<file path="config.mk">
export PLATFORM = sky130hd
export DESIGN_NAME = mac_stg5
export DESIGN_NICKNAME = d
export VERILOG_FILES = /design/src/rtl/mac_pkg.sv /design/src/rtl/mac_pack_round.sv /design/src/rtl/mac_stg5.sv
export SDC_FILE = /design/constraint.sdc
export NUM_CORES = 1
export LEC_CHECK = 0
export ABC_AREA = 1
export CORE_MARGIN = 2
export CORE_UTILIZATION = 35
export DETAILED_ROUTE_END_ITERATION = 8
export PLACE_DENSITY = 0.59
export SYNTH_ARGS = -nofsm -noshare
export SYNTH_HDL_FRONTEND = slang
export SYNTH_SLANG_ARGS = --single-unit
</file>
<file path="constraint.sdc">
create_clock -name i_clk -period 5.7 [get_ports i_clk]
set_clock_uncertainty 0.15 [all_clocks]
set_input_delay 1.425 -clock i_clk [delete_from_list [all_inputs] [get_ports i_clk]]
set_output_delay 1.425 -clock i_clk [all_outputs]
set_load 0.01 [all_outputs]
</file>
<file path="src/rtl/mac_pkg.sv">
// mac_pkg -- shared constants and types for the MAC output stage.
//   EXP_W / FRAC_W : field widths of the packed output word
//   EXP_MAX        : largest representable biased exponent
//   SAT_MAG        : magnitude bits of the saturated (overflow) word
//   fifo_entry_t   : one output-buffer entry (packed word + tag)
package mac_pkg;

  localparam int EXP_W   = 6;
  localparam int FRAC_W  = 9;
  localparam int WORD_W  = 1 + EXP_W + FRAC_W;
  localparam int TAG_W   = 5;
  localparam int EXP_MAX = 63;

  localparam logic [EXP_W+FRAC_W-1:0] SAT_MAG = {EXP_W'(EXP_MAX), {FRAC_W{1'b1}}};

  typedef struct packed {
    logic [WORD_W-1:0] data;
    logic [TAG_W-1:0]  q_frac;
  } fifo_entry_t;

endpackage

</file>
<file path="src/rtl/mac_pack_round.sv">
// mac_pack_round -- combinational exponent adjust, round-half-to-even and
// saturation of a normalized stage-4 result into the 16-bit output word.
// Ports:
//   norm_sum  [10:0] in  : normalized magnitude, bit 10 is the leading 1
//   exp_diff  [4:0]  in  : signed exponent adjustment
//   exp_carry        in  : +1 exponent adjustment
//   sgn              in  : result sign
//   max_exp   [5:0]  in  : biased block exponent
//   data      [15:0] out : {sign, exp, frac}
//   ovf / unf        out : saturation events for this word
module mac_pack_round
  import mac_pkg::*;
(
  input  logic [10:0]       norm_sum,
  input  logic [4:0]        exp_diff,
  input  logic              exp_carry,
  input  logic              sgn,
  input  logic [EXP_W-1:0]  max_exp,
  output logic [WORD_W-1:0] data,
  output logic              ovf,
  output logic              unf
);

  logic signed [7:0] e_base;
  logic signed [7:0] e_rnd;
  logic [FRAC_W:0]   frac_sum;
  logic              round_up;

  always_comb begin
    e_base = $signed({2'b00, max_exp}) + $signed({{3{exp_diff[4]}}, exp_diff})
           + $signed({7'd0, exp_carry});
    // Only one bit below the kept fraction, so a set bit 0 is always an exact
    // tie: round up only when that makes the kept LSB even.
    round_up = norm_sum[0] & norm_sum[1];
    frac_sum = {1'b0, norm_sum[9:1]} + {{FRAC_W{1'b0}}, round_up};
    // A carry out of the fraction means the mantissa became 2.0 -> renormalize.
    e_rnd    = e_base + $signed({7'd0, frac_sum[FRAC_W]});

    data = {sgn, e_rnd[EXP_W-1:0], frac_sum[FRAC_W-1:0]};
    ovf  = 1'b0;
    unf  = 1'b0;
    if (norm_sum == 11'd0) begin
      data = {sgn, {(EXP_W+FRAC_W){1'b0}}};
    end else if (e_rnd <= 8'sd0) begin
      data = {sgn, {(EXP_W+FRAC_W){1'b0}}};
      unf  = 1'b1;
    end else if (e_rnd > 8'sd63) begin
      data = {sgn, SAT_MAG};
      ovf  = 1'b1;
    end
  end

endmodule

</file>
<file path="src/rtl/mac_stg5.sv">
// mac_stg5 -- MAC pipeline stage 5: packs/rounds the stage-4 result and
// buffers it in a 2-entry output FIFO with ready/valid downstream and an
// inhibit (stall) toward upstream; counts overflow/underflow saturations.
// Ports:
//   i_clk, i_rst_n (async, active-low)
//   i_valid, i_norm_sum, i_exp_diff, i_exp_carry, i_sgn, i_max_exp, i_Q_frac : stage-4 result
//   o_inhibit                    : FIFO full, upstream must hold
//   o_valid, i_ready, o_data, o_Q_frac : FIFO head / downstream handshake
//   i_clr_cnt, o_ovf_cnt, o_unf_cnt   : saturation event counters
module mac_stg5
  import mac_pkg::*;
#(
  parameter int FIFO_DEPTH = 2,
  parameter int CNT_W      = 16
) (
  input  logic              i_clk,
  input  logic              i_rst_n,
  input  logic              i_valid,
  input  logic [10:0]       i_norm_sum,
  input  logic [4:0]        i_exp_diff,
  input  logic              i_exp_carry,
  input  logic              i_sgn,
  input  logic [EXP_W-1:0]  i_max_exp,
  input  logic [TAG_W-1:0]  i_Q_frac,
  output logic              o_inhibit,
  output logic              o_valid,
  input  logic              i_ready,
  output logic [WORD_W-1:0] o_data,
  output logic [TAG_W-1:0]  o_Q_frac,
  input  logic              i_clr_cnt,
  output logic [CNT_W-1:0]  o_ovf_cnt,
  output logic [CNT_W-1:0]  o_unf_cnt
);

  logic [WORD_W-1:0] packed_word;
  logic              ovf_evt;
  logic              unf_evt;
  fifo_entry_t       in_entry;
  fifo_entry_t       mem [FIFO_DEPTH];
  logic [1:0]        count_reg;
  logic              rd_ptr_reg;
  logic              wr_ptr_reg;
  logic [CNT_W-1:0]  ovf_cnt_reg;
  logic [CNT_W-1:0]  unf_cnt_reg;
  logic              push;
  logic              pop;

  mac_pack_round u_pack_round (
    .norm_sum  (i_norm_sum),
    .exp_diff  (i_exp_diff),
    .exp_carry (i_exp_carry),
    .sgn       (i_sgn),
    .max_exp   (i_max_exp),
    .data      (packed_word),
    .ovf       (ovf_evt),
    .unf       (unf_evt)
  );

  assign in_entry  = '{data: packed_word, q_frac: i_Q_frac};
  assign o_valid   = (count_reg != 2'd0);
  assign o_inhibit = (count_reg == 2'(FIFO_DEPTH));
  assign push      = i_valid && !o_inhibit;
  assign pop       = o_valid && i_ready;
  assign o_data    = mem[rd_ptr_reg].data;
  assign o_Q_frac  = mem[rd_ptr_reg].q_frac;
  assign o_ovf_cnt = ovf_cnt_reg;
  assign o_unf_cnt = unf_cnt_reg;

  // Storage slots: written only when the write pointer selects them, so the
  // head stays stable while downstream stalls.
  for (genvar gi = 0; gi < FIFO_DEPTH; gi++) begin : g_slot
    always_ff @(posedge i_clk or negedge i_rst_n) begin
      if (!i_rst_n) begin
        mem[gi] <= '0;
      end else if (push && (wr_ptr_reg == 1'(gi))) begin
        mem[gi] <= in_entry;
      end
    end
  end

  always_ff @(posedge i_clk or negedge i_rst_n) begin
    if (!i_rst_n) begin
      count_reg  <= 2'd0;
      rd_ptr_reg <= 1'b0;
      wr_ptr_reg <= 1'b0;
    end else begin
      if (push) wr_ptr_reg <= !wr_ptr_reg;
      if (pop)  rd_ptr_reg <= !rd_ptr_reg;
      case ({push, pop})
        2'b10:   count_reg <= count_reg + 2'd1;
        2'b01:   count_reg <= count_reg - 2'd1;
        default: count_reg <= count_reg;
      endcase
    end
  end

  // Saturating event counters; clear wins over a same-cycle increment.
  always_ff @(posedge i_clk or negedge i_rst_n) begin
    if (!i_rst_n) begin
      ovf_cnt_reg <= '0;
      unf_cnt_reg <= '0;
    end else if (i_clr_cnt) begin
      ovf_cnt_reg <= '0;
      unf_cnt_reg <= '0;
    end else begin
      if (push && ovf_evt && !(&ovf_cnt_reg)) ovf_cnt_reg <= ovf_cnt_reg + CNT_W'(1);
      if (push && unf_evt && !(&unf_cnt_reg)) unf_cnt_reg <= unf_cnt_reg + CNT_W'(1);
    end
  end

endmodule

</file>
# Yosys cells after proc, flatten, opt, wreduce, memory -nomap -nowiden
# Index checks and enable logic that the tools add are counted.
# word_totals
latch_bits	0
memories	0
in_bits	34
ff_bits	78
mem_bits_ro	0
ramBits	0
out_inout_bits	55
wordCells	62
# classes
n_eq_ne	3
n_addsub	8
n_div	0
mux	16
bitwise_logic	3
shift	0
order_cmp	3
reduce_logical	20
mul	0
# ops
cell	count
16-bit 2-to-1 mux	4
21-bit 2-to-1 mux	3
15-bit 2-to-1 mux	3
16-bit by 1-bit adder with 16-bit output, second input constant	2
16-bit AND reduction	2
8-bit by 2-bit adder with 8-bit output	2
11-bit zero test	1
9-bit by 1-bit adder with 10-bit output	1
7-bit by 5-bit adder with 8-bit output	1
8-bit by 7-bit greater-than comparator with 1-bit output, second input constant	1
8-bit by 1-bit less-or-equal comparator with 1-bit output, second input constant	1
1-bit logical AND	8
2-bit nonzero test	4
1-bit zero test	5
1-bit 2-to-1 mux	5
2-bit == test, second input constant	2
2-bit case mux with 2 select lines	1
2-bit by 1-bit adder with 2-bit output, second input constant	1
2-bit by 1-bit == test with 1-bit output, second input constant	1
2-bit greater-or-equal comparator, second input constant	1
1-bit NOT with 2-bit output	1
2-bit by 1-bit subtractor with 2-bit output, second input constant	1
1-bit bitwise AND	1
1-bit NOT	1

# Depth between registers and ports, before layout
# Gate-level depths: netlist of run 1.
# logic_depth
depth_word	11
ltp_mapped	23
ltp_nobuf	22

# Hierarchy
# From an unflattened synthesis of run 1, not the netlist that was laid out.
# hier_totals
hier_cells	675
hier_area_um2	5004.8
# modules_own_cells
module	n_inst	cells_per_inst	area_each_um2
mac_stg5	1	516	4095.2
mac_pack_round	1	159	909.6

# Worst setup path after synthesis of run 1
# No wires, ideal clock.
# synth_path
path_type	in2reg
from	input i_norm_sum[2]
to	register unf_cnt_reg[10], in the netlist o_unf_cnt[10]
setup_slack_ns	1.493
stages	20
t_arrival_ns	3.939
path_buffers	1
setup_time_ns	0.118
required_ns	5.432
cell_sequence	inv_1 -> nor3_1 -> nand2_1 -> nor3_1 -> fa_1 -> ha_1 -> inv_1 -> fa_1 -> inv_1 -> nand2_1 -> nand2_1 -> nand3_2 -> nand3_1 -> nand2_2 -> nand3_2 -> nand2_4 -> nand2_4 -> buf_6 -> nand3_1 -> nand2_1
# synth_via
elab_chain_cells	8
elab_cells_between_ends	9
classes_between	add/sub: 2; order compare: 1; mux: 2; reduce/logical: 4
# synth_rtl
item	line_no	rtl
from (decl)	mac_stg5.sv:19	input logic [10:0] i_norm_sum,
9-bit by 1-bit adder with 10-bit output	mac_pack_round.sv:35	frac_sum = {1'b0, norm_sum[9:1]} + {{FRAC_W{1'b0}}, round_up};
8-bit by 2-bit adder with 8-bit output	mac_pack_round.sv:37	e_rnd = e_base + $signed({7'd0, frac_sum[FRAC_W]});
8-bit by 1-bit less-or-equal comparator with 1-bit output	mac_pack_round.sv:44	end else if (e_rnd <= 8'sd0) begin
1-bit 2-to-1 mux	mac_pack_round.sv:44	
1-bit 2-to-1 mux *	mac_pack_round.sv:42	if (norm_sum == 11'd0) begin
1-bit logical AND * (2 in series)	mac_stg5.sv:107	if (push && unf_evt && !(&unf_cnt_reg)) unf_cnt_reg <= unf_cnt_reg + CNT_W'(1);
2-bit nonzero test (no line) *	n/a	
to (signal assigned)	mac_stg5.sv:107	
to (decl)	mac_stg5.sv:44	logic [CNT_W-1:0] unf_cnt_reg;
# Mark *: on every way between the ends. The rest lies on a longest branch, timed or not.
# A chain may end at the register's enable or synchronous reset.

# Worst setup path after layout of run 1
# layout_path
from	input i_norm_sum[3]
to	register ovf_cnt_reg[11], in the netlist o_ovf_cnt[11]
# layout_via
elab_chain_cells	9
elab_cells_between_ends	11
classes_between	add/sub: 2; order compare: 2; mux: 3; reduce/logical: 4
# layout_rtl
item	line_no	rtl
9-bit by 1-bit adder with 10-bit output	mac_pack_round.sv:35	
8-bit by 2-bit adder with 8-bit output	mac_pack_round.sv:37	
8-bit by 7-bit greater-than comparator with 1-bit output	mac_pack_round.sv:47	end else if (e_rnd > 8'sd63) begin
1-bit 2-to-1 mux	mac_pack_round.sv:47	
1-bit 2-to-1 mux	mac_pack_round.sv:44	
1-bit 2-to-1 mux *	mac_pack_round.sv:42	
1-bit logical AND * (2 in series)	mac_stg5.sv:106	if (push && ovf_evt && !(&ovf_cnt_reg)) ovf_cnt_reg <= ovf_cnt_reg + CNT_W'(1);
2-bit nonzero test (no line) *	n/a	
to (signal assigned)	mac_stg5.sv:106	
to (decl)	mac_stg5.sv:43	logic [CNT_W-1:0] ovf_cnt_reg;
# Marked as above.

==> out/metrics.cfg, run 1 <==
[outcome]
status = finished clean

[yosys]
async_flop_share_pct = 100
synth_xor_area_share_pct = 6.13
synth_top_family_by_area = simple AND/OR/NAND/NOR gates
synth_edf_count = 0
syn_nets = 754
ys.flop_type = dfrtp_1
synth_area_sq_um = 5000
synth_compound_area_share_pct = 3.43
synthAdderAreaFrac_pct = 4.80
synthSimpleGateAreaFrac_pct = 39.0
synth_seq_cells = 78
yosysSeqAreaShare_pct = 39.0
ys_types = 35
syn_avg_cell_area_sq_um = 7.12
synth_warnings = 0
synthesis.instances = 702
muxShareOfSynthArea_pct = 0

[detailed_routing]
first_pass_iters = 5
routed_wirelength_mm = 12.7
ant_nets = 0
drc = 0
wl_met1_mm = 6.25
route.met2.wl_mm = 5.81
topRoutingLayerUsed = met4
drt_iter0_drc = 530
wl_met3_microns = 514
viasPerCell = 4.85
wl_per_cell_microns = 13.1
vias = 4685

[die]
coreArea_sq_um = 13900
die_h_microns = 124
die_w_microns = 124
start_util_pct = 35.9
ios = 89
rows = 43
dieArea_sq_um = 15300

[final_layout]
largest_reg_flops = 42
num-fill-cells = 1405
fin_nets = 833
layout-drive-gt1-share_pct = 5.34
area_growth_pct = 26.4
top_register = mem
diodes = 0
fin_area_sq_um = 6320

[critical_path]
path_class = primary input to flop
crit_fanout = 16
cp.arrival_ps = 4940
crit_slowest_cell = clkdlybuf4s50_1
cp-end-kind = flop
path_buf_inv = 6
crit_required_ps = 5770
max_stage_delay_ps = 520
crit_top_cell = nand2_1
path_cells = clkdlybuf4s50_1, inv_1, nor3_1, nand2_1, nor3_1, fa_1, ha_1, inv_1, fa_1, inv_1, nand2_1, nand2_1, nand3_2, nand3_1, nand2_2, inv_4, nand2_4, inv_4, nand2_4, nand2_4, nand2_1, nand2_1
cpLargestDelayFamily = simple AND/OR/NAND/NOR gates
crit_path_start_kind = primary input

[clock_network]
clock_path_buffers = 2
clkLatencyLatePin_ps = 340
cts_resized = 0
cts_tree = done
cts.sinks = 78
path_clk_slew_ps = 60
numCtsBuffers = 9
cts_root_buffer = clkbuf_16
htreeDepth = 3
postCtsSetupRepairBufs = 0
cts_hold_buffers = 0

[global_routing]
overflow = 0
track_usage_pct = 17.5
antenna_found_initial = 0
grt_pass1_wl_mm = 21.2
grt_pass1_vias = 4351
grt_max_degree = 79

[sta]
hold_viol_final = 0
period_share_pct = 85.5
setup_viol = 0
slew_headroom_pct = 26.8
drv_slew = 0
rsz0062_at_grt = no
fmax_mhz = 205
final.setup.tns_ps = 0
tightest_slew_ps = 1100
period_needed_ps = 4870

[flow_run]
maxCapViolations = 0

[placement]
post_dp_cell_area_sq_um = 6010
hpwl_mm = 8.84
place.gp.congestion = 0.891
portBuffers = 88

[hold_path]
hold_path_class = flop to flop

[power_and_ir_drop]
max-vdd-ir-drop_v = 0.000152
power_leakage_nw = 3.23
powerDensity_nw_per_um2 = 358
post-layout-total-power_mw = 2.26

## layout by cell type, fill, tap and decap left out, drive strengths merged
cell and count:
xor2 32, nor2 59, dfrtp 78, o21ai 18, a21oi 14, or2 2
inv 68, a21boi 1, nor4 1, ha 16, xnor2 3, clkinv 3
nor3 8, clkdlybuf4s50 87, nand3 77, fa 2, nor3b 1, clkinvlp 1
bufinv 1, clkbuf 10, nand3b 1, nand2 274, buf 5, nand4 24
## Yosys cell counts (2+ instances only)
library cell,instances,area [sq um]
nand2_1,267,1000
dfrtp_1,78,1950
nand3_1,73,365
inv_1,63,236
nor2_1,57,214
xor2_1,32,280
nand4_1,24,150
clkbuf_1,16,60.1
ha_1,16,200
o21ai_0,16,80.1
a21oi_1,13,65.1
nor3_1,7,35.0
nand2_4,6,67.6
nand3_2,4,40.0
buf_4,3,22.5
buf_6,3,33.8
xnor2_1,3,26.3
fa_1,2,40.0
inv_4,2,12.5
o21ai_1,2,10.0
## routing by layer
layer	track usage, %	up-vias
li1	-	2392
met1	25.2	2189
met2	27.2	95
met3	3.18	9
met4	4.05	0
met5	0	-
## final cells by class
| cell class | count | area, sq um | share of cell area (%) |
|---|---|---|---|
| repair buffers | 92 | 908 | 14.4 |
| well taps | 180 | 225 | 3.56 |
| multi-input cells | 533 | 2670 | 42.2 |
| clock buffers | 10 | 239 | 3.78 |
| flip-flops and latches | 78 | 1950 | 30.9 |
| inverters | 67 | 256 | 4.06 |
| clock inverters | 6 | 68.8 | 1.09 |
## worst register-to-register path: stages (launching register included)
cell,delay [ps]
dfrtp_1,470
ha_1,270
nand2_1,120
nor2_1,240
nand2_1,100
nor4_2,190
nor2_2,110
nand2_4,190
nand2_4,160
nand2_1,120
nand2_1,60
## cells by family after synthesis
family,count (synthesis)
simple gates,447
buf+inv,91
flops,78
xor+xnor,35
compound gates,33
fa+ha+maj,18
## through the flow
step | utilization (%) | setup slack (ps) | hold WS, ps | std cells
after floorplan | - | 1490 | 292 | 702
after global placement | 43.1 | 563 | 303 | 950
after detailed placement | 43.1 | 457 | 314 | 950
after CTS | 45.3 | 794 | 330 | 966
after global routing | 45.3 | 481 | 348 | 966
final | 45.3 | 826 | 328 | 966
## path summary, 6_finish.rpt
kind	startpoint	to	slack, ps	cells after the start
setup / recovery	i_norm_sum[3]	o_ovf_cnt[11]	830	22
hold / removal	mem[20]	mem[20]	330	2
setup reg to reg	o_ovf_cnt[0]	o_ovf_cnt[11]	3400	10
hold reg to reg	mem[20]	mem[20]	330	2
max in group asynchronous	i_rst_n	mem[31]	3680	1
min in group asynchronous	i_rst_n	o_unf_cnt[11]	1100	1
## where the power goes
group          total, mW  switching, mW  internal [mW]
registers          0.788         0.0811          0.707
logic              0.876          0.508          0.368
clock network      0.598          0.243          0.354
total               2.26          0.832           1.43
No activity file was read; power rests on OpenSTA's default activity.
==> inputs of run 2 (changes only) <==
Settings changed: ABC_AREA 1 to unset, CORE_UTILIZATION 35 to 30, PLACE_DENSITY 0.59 to 0.53.
==> run 2 against run 1 <==
Sequential share of layout area grew 2.1 points. Sequential power grew 3.8%. Count of clock-buffer cells in the layout is the same. Combinational power shrank 4.0%. Worst hold slack lost 6.3 ps. Cell count shrank 23%. Area after synthesis shrank 10%. Critical endpoint is now o_unf_cnt[6]. Total power grew 1.7%. Global-route usage shrank 2.5 points. Synthesized cell count shrank 34%. Worst setup slack lost 560 ps.
==> out/metrics.cfg, run 2 <==
[global_routing]
track_usage_pct = 15.0  ; -2.5 points
antenna_found_initial = 1  ; +1
grt_max_degree = 79  ; unchanged
grt_pass1_vias = 3797  ; -13%
overflow = 0  ; unchanged
grt_pass1_wl_mm = 19.1  ; -9.8%

[final_layout]
fin_nets = 602  ; -28%
utilization_pct = 40.5  ; -4.8 points
largest_reg_flops = 42  ; unchanged
layout-drive-gt1-share_pct = 13.2  ; +7.8 points
seq_area_sq_um = 1950  ; unchanged
area_growth_pct = 31.9
layout_common_cells = clkdlybuf4s50_1, dfrtp_1, nand2_1, mux2_2, nor2_1
multi_input_area_sq_um = 2390  ; -10%
final_common_cell = clkdlybuf4s50_1
diodes = 0  ; unchanged
num-fill-cells = 1440  ; +2.5%
top_register = mem

[sta]
period_share_pct = 95.3  ; +9.8 points
setup_viol = 0  ; unchanged
hold_viol_final = 0  ; unchanged
period_needed_ps = 5430  ; +557 ps
drv_slew = 0  ; unchanged
rsz0062_at_grt = no
fmax_mhz = 184  ; -10%
slew_headroom_pct = 28.8  ; +2.0 points
tightest_slew_ps = 1070  ; -29.1 ps

[yosys]
syn_avg_cell_area_sq_um = 9.73  ; +37%
synth_compound_area_share_pct = 12.1  ; +8.6 points
synth_warnings = 0  ; unchanged
netlist.area_leader.share_pct = 43.5  ; +4.5 points
synthTopCellsByCount = dfrtp_1, nand2_1, mux2_2, nor2_1, o31ai_1
synth_edf_count = 0  ; unchanged
async_flop_share_pct = 100  ; unchanged
muxShareOfSynthArea_pct = 9.99  ; +10 points
synth_top_family_by_area = simple AND/OR/NAND/NOR gates
synth_seq_cells = 78  ; unchanged
synth_xor_area_share_pct = 5.66  ; -0.47 points
synth_largest_area_cell = dfrtp_1
synthAdderAreaFrac_pct = 5.36  ; +0.55 points
yosysSeqAreaShare_pct = 43.5  ; +4.5 points
synth.most_common_cell = dfrtp_1
syn_nets = 513  ; -32%
ys.flop_type = dfrtp_1
ys_types = 47  ; +34%
synthSimpleGateAreaFrac_pct = 20.3  ; -19 points
netlist_top_cells_area = dfrtp_1, mux2_2, nand2_1
synthesis.instances = 461  ; -34%
synth_area_sq_um = 4480  ; -10%

[clock_network]
cts_root_buffer = clkbuf_16
cts_hold_buffers = 0  ; unchanged
clkLatencyLatePin_ps = 340  ; about the same
numCtsBuffers = 9  ; unchanged
postCtsSetupRepairBufs = 0  ; unchanged
path_clk_slew_ps = 60  ; about the same
cts.sinks = 78  ; unchanged
cts_tree = done
htreeDepth = 3  ; unchanged
clock_path_buffers = 2  ; unchanged

[detailed_routing]
first_pass_iters = 4  ; -1
wl_per_cell_microns = 15.5  ; +18%
drc = 0  ; unchanged
drt_iter0_drc = 155  ; -71%
vias = 3697  ; -21%
routed_wirelength_mm = 11.5  ; -9.4%
ant_nets = 0  ; unchanged
viasPerCell = 5.00  ; +3.2%

[die]
die_h_microns = 126  ; +2.2%
dieArea_sq_um = 15900  ; +4.5%
start_util_pct = 30.7  ; -5.1 points
coreArea_sq_um = 14600  ; +4.7%
die_w_microns = 126  ; +2.2%
rows = 44  ; +2.3%
ios = 89  ; unchanged

[critical_path]
max_stage_delay_ps = 490  ; -30 ps
crit_path_start_kind = primary input
cp-end-kind = flop
crit_top_cell = fa_1
crit_fanout = 14  ; -2
crit_required_ps = 5810  ; +40 ps
crit_slowest_cell = clkdlybuf4s50_1
cp.arrival_ps = 5540  ; +600 ps
path_cells = clkdlybuf4s50_1, and2_1, nand4_1, nor3_1, fa_1, ha_1, inv_1, fa_1, nor2b_1, o21ai_0, a211o_1, a2111oi_4, o21ai_2, or4_1, a21oi_1
path_class = primary input to flop

[outcome]
status = finished clean

[power_and_ir_drop]
post-layout-total-power_mw = 2.30  ; +1.7%
max-vdd-ir-drop_v = 0.000147  ; -3.7%
powerDensity_nw_per_um2 = 389  ; +8.7%
power_leakage_nw = 2.49  ; -23%

[placement]
hpwl_mm = 7.98  ; -9.7%
place.gp.congestion = 0.826  ; -7.2%
portBuffers = 88  ; unchanged

[hold_path]
hold_path_class = flop to flop

[flow_run]
maxCapViolations = 0  ; unchanged

[run 2: cell families after synthesis]
kind of cell / Yosys count
buffers and inverters: 35
adder cells (fa/ha/maj): 18
AO/OA/AOI/OAI: 78
AND/OR/NAND/NOR: 183
flip-flops: 78
multiplexers: 40
XOR/XNOR: 29
[run 2: layer usage]
metal / up-vias / track usage, % / share of wire (%)
met3: 16 / 4.25 / 5.9
met5: - / 0 / 0.14
met2: 91 / 23.3 / 45
met1: 1770 / 19.9 / 48
li1: 1818 / - / -
met4: 2 / 5.43 / 1.5
[run 2: report_power, final]
group	switching, mW	internal, mW	total [mW]	leakage (nW)
Sequential	0.111	0.707	0.818	1.03
Clock	0.243	0.399	0.641	0.159
Combinational	0.372	0.469	0.841	1.30
Total	0.725	1.57	2.30	2.49
[run 2: critical path, delay by kind of cell]
kind	cells	cell delay (ps)
compound gates	5	1440
fa+ha+maj	3	1080
simple gates	5	1060
buf+inv	2	550
[run 2: worst paths after layout]
| path | startpoint | end | slack, ps | depth (start not counted) |
|---|---|---|---|---|
| min in group asynchronous | i_rst_n | o_unf_cnt[0] | 1110 | 1 |
| worst max-delay path | i_norm_sum[5] | o_unf_cnt[6] | 270 | 15 |
| worst min-delay path | mem[28] | mem[28] | 320 | 2 |
| worst min register to register | mem[28] | mem[28] | 320 | 2 |
| max in group asynchronous | i_rst_n | mem[37] | 3650 | 1 |
| worst max register to register | o_ovf_cnt[1] | o_ovf_cnt[13] | 2790 | 8 |
[run 2: final cells by class]
| type | instances | area share [%] |
|---|---|---|
| repair buffers | 97 | 16.0 |
| well taps | 184 | 3.89 |
| flip-flops and latches | 78 | 33.0 |
| clock buffers | 10 | 4.04 |
| clock inverters | 6 | 1.59 |
| multi-input cells | 348 | 40.5 |
| inverters | 16 | 1.02 |
[run 2: timing repair]
action | 4_1_cts | 5_1_grt
endpoints found under the setup margin | 0 | 15
endpoints found under the hold margin | 0 | 0
gates resized for setup | 0 | 1
[run 2: through the flow]
step	std cells	TNS, ps	cell area, sq um	setup slack, ps	hold slack, ps
after floorplan	461	0	4480	893	292
after global placement	723	0	5580	116	305
after detailed placement	723	-511	5580	-47.2	308
after CTS	739	0	5910	323	325
after global routing	739	0	5910	4.55	346
final	739	0	5910	269	322
